## src/rtl/addsub_bcd_serial_if.sv

```systemverilog
// Handshake and data bundle for the digit-serial BCD/binary adder-subtractor.
// The master drives the operation; the slave reports status and results.
interface addsub_bcd_serial_if #(
  parameter int DIGITS = 4,
  parameter int NW     = $clog2(DIGITS + 1)
);
  localparam int W = 4 * DIGITS;

  logic          ce;
  logic          start;
  logic [W-1:0]  a;
  logic [W-1:0]  b;
  logic          ci;
  logic          add;
  logic          bcd;
  logic [NW-1:0] ndig;
  logic          busy;
  logic          done;
  logic [W-1:0]  s;
  logic          co;
  logic          vo;
  logic          zo;
  logic          no;

  modport master (
    output ce, start, a, b, ci, add, bcd, ndig,
    input  busy, done, s, co, vo, zo, no
  );

  modport slave (
    input  ce, start, a, b, ci, add, bcd, ndig,
    output busy, done, s, co, vo, zo, no
  );
endinterface

```

## src/rtl/addsub_bcd_serial.sv

```systemverilog
// Digit-serial add/subtract, one 4-bit digit per enabled clock,
// with optional decimal correction and flags from the top active digit.
module addsub_bcd_serial #(
  parameter int DIGITS = 4,
  parameter int NW     = $clog2(DIGITS + 1)
) (
  input logic clk,
  input logic rst_n,
  addsub_bcd_serial_if.slave io
);
  localparam int W = 4 * DIGITS;
  localparam logic [NW-1:0] DMAX = NW'(DIGITS);

  typedef enum logic [1:0] {
    IDLE,
    RUN,
    FIN
  } st_t;

  st_t           st;
  logic [NW-1:0] k;
  logic [NW-1:0] n;
  logic [NW-1:0] neff;
  logic [W-1:0]  ra;
  logic [W-1:0]  rb;
  logic [W-1:0]  s;
  logic          cy;
  logic          radd;
  logic          rbcd;
  logic          zacc;
  logic          busy;
  logic          done;
  logic          co;
  logic          vo;
  logic          zo;
  logic          no;
  logic [3:0]    da;
  logic [3:0]    db;
  logic [3:0]    dig;
  logic [4:0]    t;
  logic [3:0]    lo;
  logic          cyn;
  logic          vn;

  always_comb begin
    neff = io.ndig;
    if (io.ndig == '0 || io.ndig > DMAX)
      neff = DMAX;
  end

  // lo recovers the carry into bit 3 for the overflow flag
  always_comb begin
    da  = ra[3:0];
    db  = radd ? rb[3:0] : ~rb[3:0];
    t   = {1'b0, da} + {1'b0, db} + {4'd0, cy};
    lo  = {1'b0, da[2:0]} + {1'b0, db[2:0]} + {3'd0, cy};
    vn  = lo[3] ^ t[4];
    dig = t[3:0];
    cyn = t[4];
    if (radd) begin
      if (rbcd && t > 5'd9) begin
        dig = t[3:0] + 4'd6;
        cyn = 1'b1;
      end
    end else if (rbcd && !t[4]) begin
      dig = t[3:0] - 4'd6;
    end
  end

  always_ff @(posedge clk or negedge rst_n) begin
    if (!rst_n) begin
      st   <= IDLE;
      k    <= '0;
      n    <= '0;
      ra   <= '0;
      rb   <= '0;
      s    <= '0;
      cy   <= 1'b0;
      radd <= 1'b0;
      rbcd <= 1'b0;
      zacc <= 1'b0;
      busy <= 1'b0;
      done <= 1'b0;
      co   <= 1'b0;
      vo   <= 1'b0;
      zo   <= 1'b0;
      no   <= 1'b0;
    end else if (io.ce) begin
      unique case (st)
        IDLE, FIN: begin
          done <= 1'b0;
          if (io.start) begin
            ra   <= io.a;
            rb   <= io.b;
            cy   <= io.ci;
            radd <= io.add;
            rbcd <= io.bcd;
            n    <= neff;
            s    <= '0;
            k    <= '0;
            zacc <= 1'b1;
            co   <= 1'b0;
            vo   <= 1'b0;
            zo   <= 1'b0;
            no   <= 1'b0;
            busy <= 1'b1;
            st   <= RUN;
          end else begin
            st <= IDLE;
          end
        end
        RUN: begin
          for (int i = 0; i < DIGITS; i++)
            if (k == NW'(i))
              s[4*i +: 4] <= dig;
          ra   <= ra >> 4;
          rb   <= rb >> 4;
          cy   <= cyn;
          zacc <= zacc && (dig == 4'd0);
          k    <= k + 1'b1;
          if (k == n - 1'b1) begin
            co   <= cyn;
            vo   <= vn;
            no   <= dig[3];
            zo   <= zacc && (dig == 4'd0);
            busy <= 1'b0;
            done <= 1'b1;
            st   <= FIN;
          end
        end
        default: st <= IDLE;
      endcase
    end
  end

  assign io.busy = busy;
  assign io.done = done;
  assign io.s    = s;
  assign io.co   = co;
  assign io.vo   = vo;
  assign io.zo   = zo;
  assign io.no   = no;

endmodule

```

## src/flat_wrapper.sv

```systemverilog
// flat-port wrapper written by rule: the top's interface ports become plain ports
module addsub_bcd_serial_flat 
#(
  parameter int DIGITS = 4,
  parameter int NW     = $clog2(DIGITS + 1)
)
  (clk, rst_n, io_ce, io_start, io_a, io_b, io_ci, io_add, io_bcd, io_ndig, io_busy, io_done, io_s, io_co, io_vo, io_zo, io_no);
  addsub_bcd_serial_if #(.DIGITS(DIGITS), .NW(NW)) io_i ();
  input logic clk;
  input logic rst_n;
  input wire logic [$bits(io_i.ce)-1:0] io_ce;
  input wire logic [$bits(io_i.start)-1:0] io_start;
  input wire logic [$bits(io_i.a)-1:0] io_a;
  input wire logic [$bits(io_i.b)-1:0] io_b;
  input wire logic [$bits(io_i.ci)-1:0] io_ci;
  input wire logic [$bits(io_i.add)-1:0] io_add;
  input wire logic [$bits(io_i.bcd)-1:0] io_bcd;
  input wire logic [$bits(io_i.ndig)-1:0] io_ndig;
  output wire logic [$bits(io_i.busy)-1:0] io_busy;
  output wire logic [$bits(io_i.done)-1:0] io_done;
  output wire logic [$bits(io_i.s)-1:0] io_s;
  output wire logic [$bits(io_i.co)-1:0] io_co;
  output wire logic [$bits(io_i.vo)-1:0] io_vo;
  output wire logic [$bits(io_i.zo)-1:0] io_zo;
  output wire logic [$bits(io_i.no)-1:0] io_no;
  assign io_i.ce = io_ce;
  assign io_i.start = io_start;
  assign io_i.a = io_a;
  assign io_i.b = io_b;
  assign io_i.ci = io_ci;
  assign io_i.add = io_add;
  assign io_i.bcd = io_bcd;
  assign io_i.ndig = io_ndig;
  assign io_busy = io_i.busy;
  assign io_done = io_i.done;
  assign io_s = io_i.s;
  assign io_co = io_i.co;
  assign io_vo = io_i.vo;
  assign io_zo = io_i.zo;
  assign io_no = io_i.no;
  addsub_bcd_serial #(.DIGITS(DIGITS), .NW(NW)) u_core (.clk(clk), .rst_n(rst_n), .io(io_i));
endmodule
```

## config.mk

```make
export PLATFORM = sky130hd
export DESIGN_NAME = addsub_bcd_serial_flat
export DESIGN_NICKNAME = d
export VERILOG_FILES = /design/src/rtl/addsub_bcd_serial_if.sv /design/src/rtl/addsub_bcd_serial.sv /design/src/flat_wrapper.sv
export SDC_FILE = /design/constraint.sdc
export NUM_CORES = 1
export LEC_CHECK = 0
export BUFFER_PORTS_ARGS = -buffer_cell sky130_fd_sc_hd__buf_2
export CAP_MARGIN = 5
export CELL_PAD_IN_SITES_DETAIL_PLACEMENT = 0
export CELL_PAD_IN_SITES_GLOBAL_PLACEMENT = 2
export CORE_MARGIN = 1
export CORE_UTILIZATION = 36
export CTS_BUF_LIST = sky130_fd_sc_hd__clkbuf_8
export CTS_CLUSTER_DIAMETER = 200
export DETAILED_ROUTE_END_ITERATION = 8
export HOLD_SLACK_MARGIN = 0.05
export PLACE_DENSITY = 0.9
export SKIP_LAST_GASP = 1
export SLEW_MARGIN = 20
export SYNTH_ARGS = -nofsm -noshare
export SYNTH_HDL_FRONTEND = slang
export SYNTH_SLANG_ARGS = --single-unit
```

## constraint.sdc

```tcl
create_clock -name clk -period 4.73 [get_ports clk]
set_clock_uncertainty 0.2 [all_clocks]
set_input_delay 0.2365 -clock clk [delete_from_list [all_inputs] [get_ports clk]]
set_output_delay 0.2365 -clock clk [all_outputs]
set_load 0.02 [all_outputs]
```

# After elaboration in Yosys (flattened, before gate mapping)

Cells that the tools add are included.

Bits in writable memories: 0
Memory bits (read-only): 0
Logic and storage cells: 102
Output and inout bits: 22
Flip-flop bits (word level): 66
Memories: 0
Bits of input ports: 42
Bits in latches: 0

Add/sub/neg operators: 8
Mux-type cells: 39
Divide/modulo/power cells: 0
Bitwise gates (word level): 2
Reduce and logical (&&, ||, !) cells: 20
Magnitude comparators: 2
Multipliers: 0
Equal/unequal tests: 12
Shifts and indexed selects: 0

Operator list:

| operator                                                                         | number |
|---|---|
| 16-bit one-hot mux with 2 select lines                                           | 3 |
| 16-bit 2-to-1 mux                                                                | 3 |
| 4-bit 2-to-1 mux                                                                 | 8 |
| 4-bit AND reduction                                                              | 5 |
| 1-bit one-hot mux with 2 select lines                                            | 8 |
| 1-bit 2-to-1 mux                                                                 | 12 |
| 2-bit by 1-bit inequality test with 1-bit output (second input constant)         | 5 |
| 3-bit AND reduction                                                              | 3 |
| 3-bit by 2-bit equality test with 1-bit output (second input constant)           | 2 |
| 3-bit zero test                                                                  | 2 |
| 3-bit 2-to-1 mux                                                                 | 2 |
| 3-bit one-hot mux with 2 select lines                                            | 1 |
| 4-bit by 4-bit adder with 5-bit output                                           | 1 |
| 5-bit by 1-bit adder with 5-bit output                                           | 1 |
| 5-bit by 4-bit greater-than comparator with 1-bit output (second input constant) | 1 |
| 3-bit by 3-bit adder with 4-bit output                                           | 1 |
| 4-bit by 1-bit adder with 4-bit output                                           | 1 |
| 4-bit by 3-bit adder with 4-bit output (second input constant)                   | 1 |
| 4-bit zero test                                                                  | 1 |
| 4-bit NOT                                                                        | 1 |
| 2-bit one-hot mux with 2 select lines                                            | 1 |
| 4-bit by 3-bit subtractor with 4-bit output (second input constant)              | 1 |
| 3-bit by 1-bit adder with 3-bit output (second input constant)                   | 1 |
| 3-bit by 1-bit equality test with 1-bit output (second input constant)           | 1 |
| 15 further kinds                                                                 | 17 |

# Depth between registers and ports, before layout

Gate-level depths: netlist of the first run.

Word-level depth: 12
Depth in mapped cells: 12
Mapped depth without buffers: 11

# Worst setup path after synthesis of the first run

OpenSTA, ideal clock, no wires.

Kind: reg-to-reg
Start point: register u_core.radd
End point: register u_core.s[11], in the netlist u_core.io.s[11]
Setup slack: 0.868 ns
Arrival time: 3.537 ns
Path buffers: 1
Clock period less this slack: 3.862 ns
Data required time: 4.405 ns
Setup time: 0.125 ns
Stages on the path, launching flop included: 13
Cells stage by stage: dfrtp_1 > clkbuf_1 > xor2_1 > fa_1 > fa_1 > xor2_1 > inv_1 > ha_1 > nand2b_1 > o2111a_2 > nor4_4 > nor2_2 > mux2_2

Longest elaborated chain between the ends: 9
Elaborated cells on any way between the ends: 14
Classes of those cells: add/sub (4); order compare (1); mux (6); reduce/logical (3)

Ends and longest elaborated chain:

| item                                                                                        | RTL line                                         | RTL |
|---|---|---|
| start, declared                                                                             | addsub_bcd_serial.sv:28                          | `logic radd;` |
| start signal, assigned                                                                      | addsub_bcd_serial.sv:96                          | `radd <= io.add;` |
| 4-bit 2-to-1 mux                                                                            | addsub_bcd_serial.sv:54                          | `db = radd ? rb[3:0] : ~rb[3:0];` |
| 4-bit by 4-bit adder with 5-bit output                                                      | addsub_bcd_serial.sv:55                          | `t = {1'b0, da} + {1'b0, db} + {4'd0, cy};` |
| 5-bit by 1-bit adder with 5-bit output                                                      | addsub_bcd_serial.sv:55                          |  |
| 5-bit by 4-bit greater-than comparator with 1-bit output or 1-bit zero test (tied branches) | addsub_bcd_serial.sv:61, addsub_bcd_serial.sv:65 |  |
| 1-bit logical AND (on tied branches)                                                        | addsub_bcd_serial.sv:61, addsub_bcd_serial.sv:65 |  |
| 4-bit 2-to-1 mux (on tied branches)                                                         | addsub_bcd_serial.sv:61, addsub_bcd_serial.sv:65 |  |
| 4-bit 2-to-1 mux *                                                                          | addsub_bcd_serial.sv:60                          | `if (radd) begin` |
| 4-bit 2-to-1 mux *                                                                          | addsub_bcd_serial.sv:114                         | `if (k == NW'(i))` |
| 16-bit one-hot mux with 2 select lines *                                                    | addsub_bcd_serial.sv:89                          | `unique case (st)` |
| end signal, assigned by index                                                               | addsub_bcd_serial.sv:115                         | `s[4*i +: 4] <= dig;` |
| end, declared                                                                               | addsub_bcd_serial.sv:26                          | `logic [W-1:0] s;` |

Every way passes the cells marked *; elsewhere a longest branch is shown, timed or not. The select of a mux whose other input is x is not followed.
A chain may end at the register's enable or synchronous reset.

# Worst setup path in the final report of the first run

Ends and elaborated chain as after synthesis.

==> impl_metrics.csv, run 1 <==
group,metric,value,unit
timing,fin_setup_tns,0,ns
die,start_util,37.58,%
clocking,cts.repair.resized,0,
drt,viasPerCell,5.011,
run_status,violations,"design-rule violations",
cells_and_area,nets,492,
placement,dp_hpwl,5425,µm
global_route,overflow,0,
power_and_ir_drop,ir_drop,0.0003104,V
power_and_ir_drop,p_per_area,882.8,nW/µm²
drt,ant_nets,0,
logic_synthesis,avgSynthCellArea,9.998,µm²
drt,vias,2751,
cells_and_area,layoutNonFillerInstCount,549,
cells_and_area,final_area,4328,µm²
logic_synthesis,syn-num-nets,387,
timing,slew_violations,0,
logic_synthesis,netlist_area,3309,µm²
clocking,clk_pin_slew_worst_paths,0.08,ns
logic_synthesis,ys_ff_latch,66,
placement,portBuffers,63,
run_status,outcome,"finished, violations left",
cells_and_area,layout-drive-gt1-share,24.72,%
cells_and_area,fillers,840,
logic_synthesis,yosys_warnings,0,
clocking,cts_setup_buffers,0,
timing,fin_ws,0.6341,ns
global_route,grtUsageTotal,17.77,%
clocking,cts_tree,"done",
clocking,cts_htree_levels,3,
global_route,grt_max_degree,67,
timing,rsz0062_at_grt,"false",
timing,final_hold_viol_count,0,
die,ioPinCount,64,
clocking,cts_root_buf,"clkbuf_8",
min_path,min_path_type,"in2reg",
global_route,grt_pass1_vias,2724,
worst_setup_path,crit_type,"reg2reg",
power_and_ir_drop,power_frac_seq,25.5,%
power_and_ir_drop,p_switching,0.001827,W
logic_synthesis,yosys-top-cells-area,"dfrtp_1 (50%), nor2_1 (5.4%), ha_1 (4.5%)",
placement,preCtsSetupSlack,0.6720,ns
worst_setup_path,startpoint_type,"flip-flop",
timing,fmax,0.2441,GHz
clocking,numCtsBuffers,9,
power_and_ir_drop,totalPowerFinal,0.003821,W
power_and_ir_drop,pwr-share-clk,11.8,%
logic_synthesis,synth_edf_count,0,
logic_synthesis,netlist_instances,331,
global_route,grt_pass1_wl,13430,µm
worst_setup_path,crit_fanout,10,
timing,period_minus_slack,4.096,ns
cells_and_area,syn2layout_area_growth,30.78,%
drt,dr.pass1.iters,6,
drt,drc,4,
timing,worst_slew_pin_slew,0.8963,ns
clocking,clock_latency,0.34,ns
drt,drt_iter0_markers,68,
timing,setup_viol,0,
placement,dp.cells,493,
die,core_area,8806,µm²
global_route,antenna_found_initial,0,
power_and_ir_drop,switching_share,47.81,%
placement,routabilityCongestion,0.7697,
logic_synthesis,async_flop_share,100.0,%
logic_synthesis,ys_seq_area_share,49.91,%
timing,relSlewSlack,40.25,%
power_and_ir_drop,p_int,0.001994,W
logic_synthesis,synth_ff_type,"dfrtp_1",
worst_setup_path,critical_path_required,4.77,ns
power_and_ir_drop,pwr-share-comb,62.7,%
die,die_width,97.88,µm
logic_synthesis,synth_top_area_cell,"dfrtp_1",
placement,place_area,3739,µm²
worst_setup_path,cp-end-kind,"flip-flop",
clocking,cts.path.max_buffers,2,
worst_setup_path,crit_arrival,4.13,ns
die,dieArea,9580,µm²
power_and_ir_drop,p_leak,2.046,nW
die,rows,34,
clocking,cts.sinks,66,
cells_and_area,diodes,0,
timing,min_period_over_period,86.59,%
die,die_y,97.88,µm
drt,drt_wl_total,8162,µm
drt,wl_per_cell,14.87,µm
run,maxCapViolCount,0,
clocking,ctsHoldBuffers,40,
logic_synthesis,synth_cell_type_count,45,
logic_synthesis,netlist.area_leader.share,49.91,%
-- synth_stat cells, types with 2 or more instances --
cell,number
dfrtp_1,66
o2111a_2,2
or2_2,2
fa_1,2
nand3_1,3
o21ai_0,13
o31ai_1,10
a22o_1,9
nor4_1,2
buf_2,2
mux2_2,9
a22oi_1,4
o22ai_1,22
xnor2_1,8
ha_1,12
inv_1,15
clkbuf_1,11
o21ai_1,6
nor3_1,4
nor2b_1,8
xor2_1,2
a21oi_1,6
nor2_1,48
a21o_2,3
nand2_1,39
mux2i_1,3
nand2b_1,2
-- power groups by stage --
stage / Sequential (W) / Clock (W) / Combinational [W]
finish: 0.000974 / 0.000451 / 0.00240
global route: 0.00100 / 0.000488 / 0.00269
CTS: 0.000975 / 0.000460 / 0.00240
detailed placement: 0.000985 / 0 / 0.00237
global placement: 0.000975 / 0 / 0.00235
floorplan: 0.00101 / 0 / 0.00178
-- layer usage --
metal	part of all wire (%)	GRT usage, %	wire (µm)	up-vias
met2	47	28.60	3807	53
met4	1.1	5.944	89	0
li1	-	-	-	1373
met1	48	23.60	3952	1316
met5	0	0	0	-
met3	3.8	4.080	313	9
-- layout by cell type, fill, tap and decap left out, drive strengths merged, types with 2 or more instances in the layout --
cell type     n
a2111oi       2
a21o          4
a21oi         6
a22o          9
a22oi         4
buf          67
clkbuf       10
clkinvlp      3
dfrtp        66
dlygate4sd3  40
fa            2
ha           12
inv          17
mux2          9
mux2i         3
nand2        39
nand2b        2
nand3         4
nor2         49
nor2b         8
nor3          4
nor4          3
o2111a        2
o21a          2
o21ai        19
o22ai        22
o31ai        10
or2           2
xnor2         8
xor2          2
-- final timing paths --
path                                start              end  slack (ns)  cells after the start
min in group asynchronous           rst_n      u_core.n[1]        0.41                      3
setup reg to reg              u_core.radd  u_core.io.s[11]        0.63                     11
hold / removal                 io_ndig[2]      u_core.n[2]        0.11                      4
setup / recovery              u_core.radd  u_core.io.s[11]        0.63                     11
hold reg to reg            u_core.io.busy   u_core.io.busy        0.28                      2
max in group asynchronous           rst_n     u_core.ra[5]        3.37                      3
-- flip-flops by register name, indices dropped and copies added (netlist names) --
name / flops
u_core.n: 3
u_core.io.no: 1
u_core.io.s: 16
u_core.io.co: 1
u_core.rb: 16
u_core.io.done: 1
u_core.rbcd: 1
u_core.ra: 16
u_core.io.zo: 1
u_core.io.vo: 1
u_core.io.busy: 1
u_core.zacc: 1
u_core.cy: 1
u_core.st: 2
u_core.radd: 1
u_core.k: 3
-- metrics by stage --
stage | util, % | hold slack (ns)
after detailed placement | 42.46 | 0.2349
after floorplan | - | -0.2591
after CTS | 49.12 | 0.1031
after global routing | 49.15 | 0.1223
after global placement | 42.46 | 0.2314
final | 49.15 | 0.1125
-- cell type report --
class,count,area [µm²],area share (%)
Clock buffer,10,137.6,3.180
Sequential cell,66,1652,38.16
Tap cell,108,135.1,3.122
Inverter,15,56.30,1.301
Timing Repair Buffer,107,745.7,17.23
Multi-Input combinational cell,237,1553,35.88
Clock inverter,6,48.80,1.127
-- worst max-delay path: stages, from the launching register on --
cell      delay (ns)
dfrtp_1         0.55
xor2_1          0.25
fa_1            0.51
fa_1            0.55
xor2_1          0.40
inv_1           0.09
ha_1            0.20
nand2b_1        0.18
o2111a_2        0.29
nor4_4          0.38
nor2_2          0.09
mux2_2          0.28
-- cell families after synthesis --
kind of cell / share of synthesized area, %
adders and majority gates: 5.747
muxes: 3.970
and+or+nand+nor: 16.29
buffers and inverters: 3.251
xor gates and xnor gates: 2.647
AOI/OAI and AO/OA: 18.19
DFF: 49.91
No activity file was read; power rests on OpenSTA's default activity.
==> run 2: changes to the inputs <==
- BUFFER_PORTS_ARGS: -buffer_cell sky130_fd_sc_hd__buf_2 -> not set
- CELL_PAD_IN_SITES_DETAIL_PLACEMENT: 0 -> not set
- CELL_PAD_IN_SITES_GLOBAL_PLACEMENT: 2 -> not set
- CORE_UTILIZATION: 36 -> 40
- DONT_BUFFER_PORTS: not set -> 1
- PLACE_DENSITY: 0.9 -> 0.61
==> run 2 against run 1 <==
The flow now finishes without violations. Die area fell by 9.8%. Worst hold slack got worse by 0.038 ns. Register-to-register slack hardly changed. Final cell count fell by 12%. Non-clock buffer count down 62. Critical endpoint is now u_core.io.s[15]. Largest cell class unchanged. Highest routed layer unchanged.
==> impl_metrics.csv, run 2 (synthesis results as in run 1) <==
group,metric,value,unit
placement,routabilityCongestion,0.8039,
clocking,numCtsBuffers,9,
worst_setup_path,crit_type,"reg2reg",
die,rows,32,
timing,slew_violations,0,
worst_setup_path,startpoint_type,"flip-flop",
global_route,grt_pass1_vias,2592,
worst_setup_path,ff2ff_setup_slack,0.63,ns
timing,period_minus_slack,4.101,ns
clocking,cts_root_buf,"clkbuf_8",
run,maxCapViolCount,0,
worst_setup_path,reg2reg_depth,11,
cells_and_area,syn2layout_area_growth,21.89,%
placement,portBuffers,0,
die,ioPinCount,64,
global_route,grt_max_degree,67,
cells_and_area,mostFrequentLayoutCells,"dfrtp_1 (66), nor2_1 (48), dlygate4sd3_1 (41)",
clocking,cts.repair.resized,0,
clocking,cts.path.max_buffers,2,
global_route,grt_pass1_wl,12600,µm
clocking,cts_setup_buffers,0,
cells_and_area,finalCoreUtilization,51.40,%
die,dieArea,8642,µm²
drt,dr.pass1.iters,4,
timing,final_hold_viol_count,0,
die,die_y,92.96,µm
clocking,cts_tree,"done",
worst_setup_path,regToRegStartpoint,"u_core.radd",
drt,drt_wl_total,7544,µm
timing,rsz0062_at_grt,"false",
die,die_width,92.96,µm
die,core_area,7848,µm²
global_route,grtUsageTotal,18.98,%
run_status,outcome,"complete, no violations",
cells_and_area,diodes,0,
worst_setup_path,crit_path_start,"u_core.radd",
timing,setup_viol,0,
timing,relSlewSlack,29.07,%
timing,fin_setup_tns,0,ns
drt,wl_per_cell,15.68,µm
global_route,antenna_found_initial,0,
global_route,overflow,0,
timing,min_period_over_period,86.71,%
worst_setup_path,timing.rr.end,"u_core.io.s[15]",
clocking,clk_pin_slew_worst_paths,0.08,ns
timing,fmax,0.2438,GHz
worst_setup_path,crit_arrival,4.14,ns
clocking,cts_htree_levels,3,
placement,dp_hpwl,5053,µm
clocking,cts.sinks,66,
cells_and_area,reg_top3,"u_core.io.s: 16 flops, u_core.ra: 16 flops, u_core.rb: 16 flops",
drt,drc,0,
drt,vias,2581,
clocking,clock_latency,0.35,ns
cells_and_area,nets,430,
timing,worst_slew_pin_slew,1.060,ns
worst_setup_path,crit_end,"u_core.io.s[15]",
drt,viasPerCell,5.366,
min_path,min_path_type,"in2reg",
worst_setup_path,cp-end-kind,"flip-flop",
clocking,ctsHoldBuffers,42,
worst_setup_path,critical_path_required,4.77,ns
cells_and_area,final_common_cell,"dfrtp_1",
drt,drt_iter0_markers,96,
cells_and_area,layout-drive-gt1-share,11.87,%
drt,ant_nets,0,
die,start_util,42.17,%
worst_setup_path,crit_fanout,10,
-- run 2: layout make-up --
cell class / count / area, µm²
fill: 756 / 3814
tap: 102 / 127.6
sequential: 66 / 1652
clock inverter: 6 / 50.05
inverter: 15 / 56.30
clock buffer: 10 / 137.6
timing repair buffer: 45 / 460.4
multi-input combinational: 237 / 1550
-- run 2: per-layer routing --
layer  share of wire (%)  global-route usage, %  up-vias  wire, µm
met2                  47                  28.92       74      3554
met1                  46                  25.80     1243      3491
li1                    -                      -     1259         -
met3                 5.4                  5.255        5       410
met4                 1.2                  6.795        0        88
met5                   0                      0        -         0
-- run 2: how the worst min path moves through the flow --
stage	depth (start not counted)	start	end	slack, ns
3_5_place_dp	0	rst_n	u_core.io.s[0]	-0.26
5_1_grt	3	io_ce	u_core.st[0]	0.09
4_1_cts	3	io_ce	u_core.io.busy	0.07
3_3_place_gp	0	rst_n	u_core.n[1]	-0.26
6_report	3	io_ce	u_core.io.busy	0.07
2_1_floorplan	0	rst_n	u_core.cy	-0.26
-- run 2: worst max-delay path: stages, from the launching register on --
cell      delay [ns]
dfrtp_1         0.55
xor2_1          0.25
fa_1            0.51
fa_1            0.54
xor2_1          0.42
inv_1           0.09
ha_1            0.20
nand2b_1        0.18
o2111a_2        0.30
nor4_4          0.38
nor2_2          0.10
mux2_2          0.29
-- run 2: through the flow --
stage / std cells / hold WS [ns] / instance area [µm²] / worst slack (ns)
2_1_floorplan: 331 / -0.2591 / 3309 / 0.8680
3_3_place_gp: 423 / -0.2557 / 3408 / 0.7970
3_5_place_dp: 423 / -0.2569 / 3408 / 0.6717
4_1_cts: 481 / 0.06673 / 4034 / 0.6515
5_1_grt: 481 / 0.08990 / 4034 / 0.4302
6_report: 481 / 0.07438 / 4034 / 0.6288
Power of run 2 is left out: the tool's default activity adds up to more than one toggle a clock period on the data nets, which glitch-free logic cannot reach.
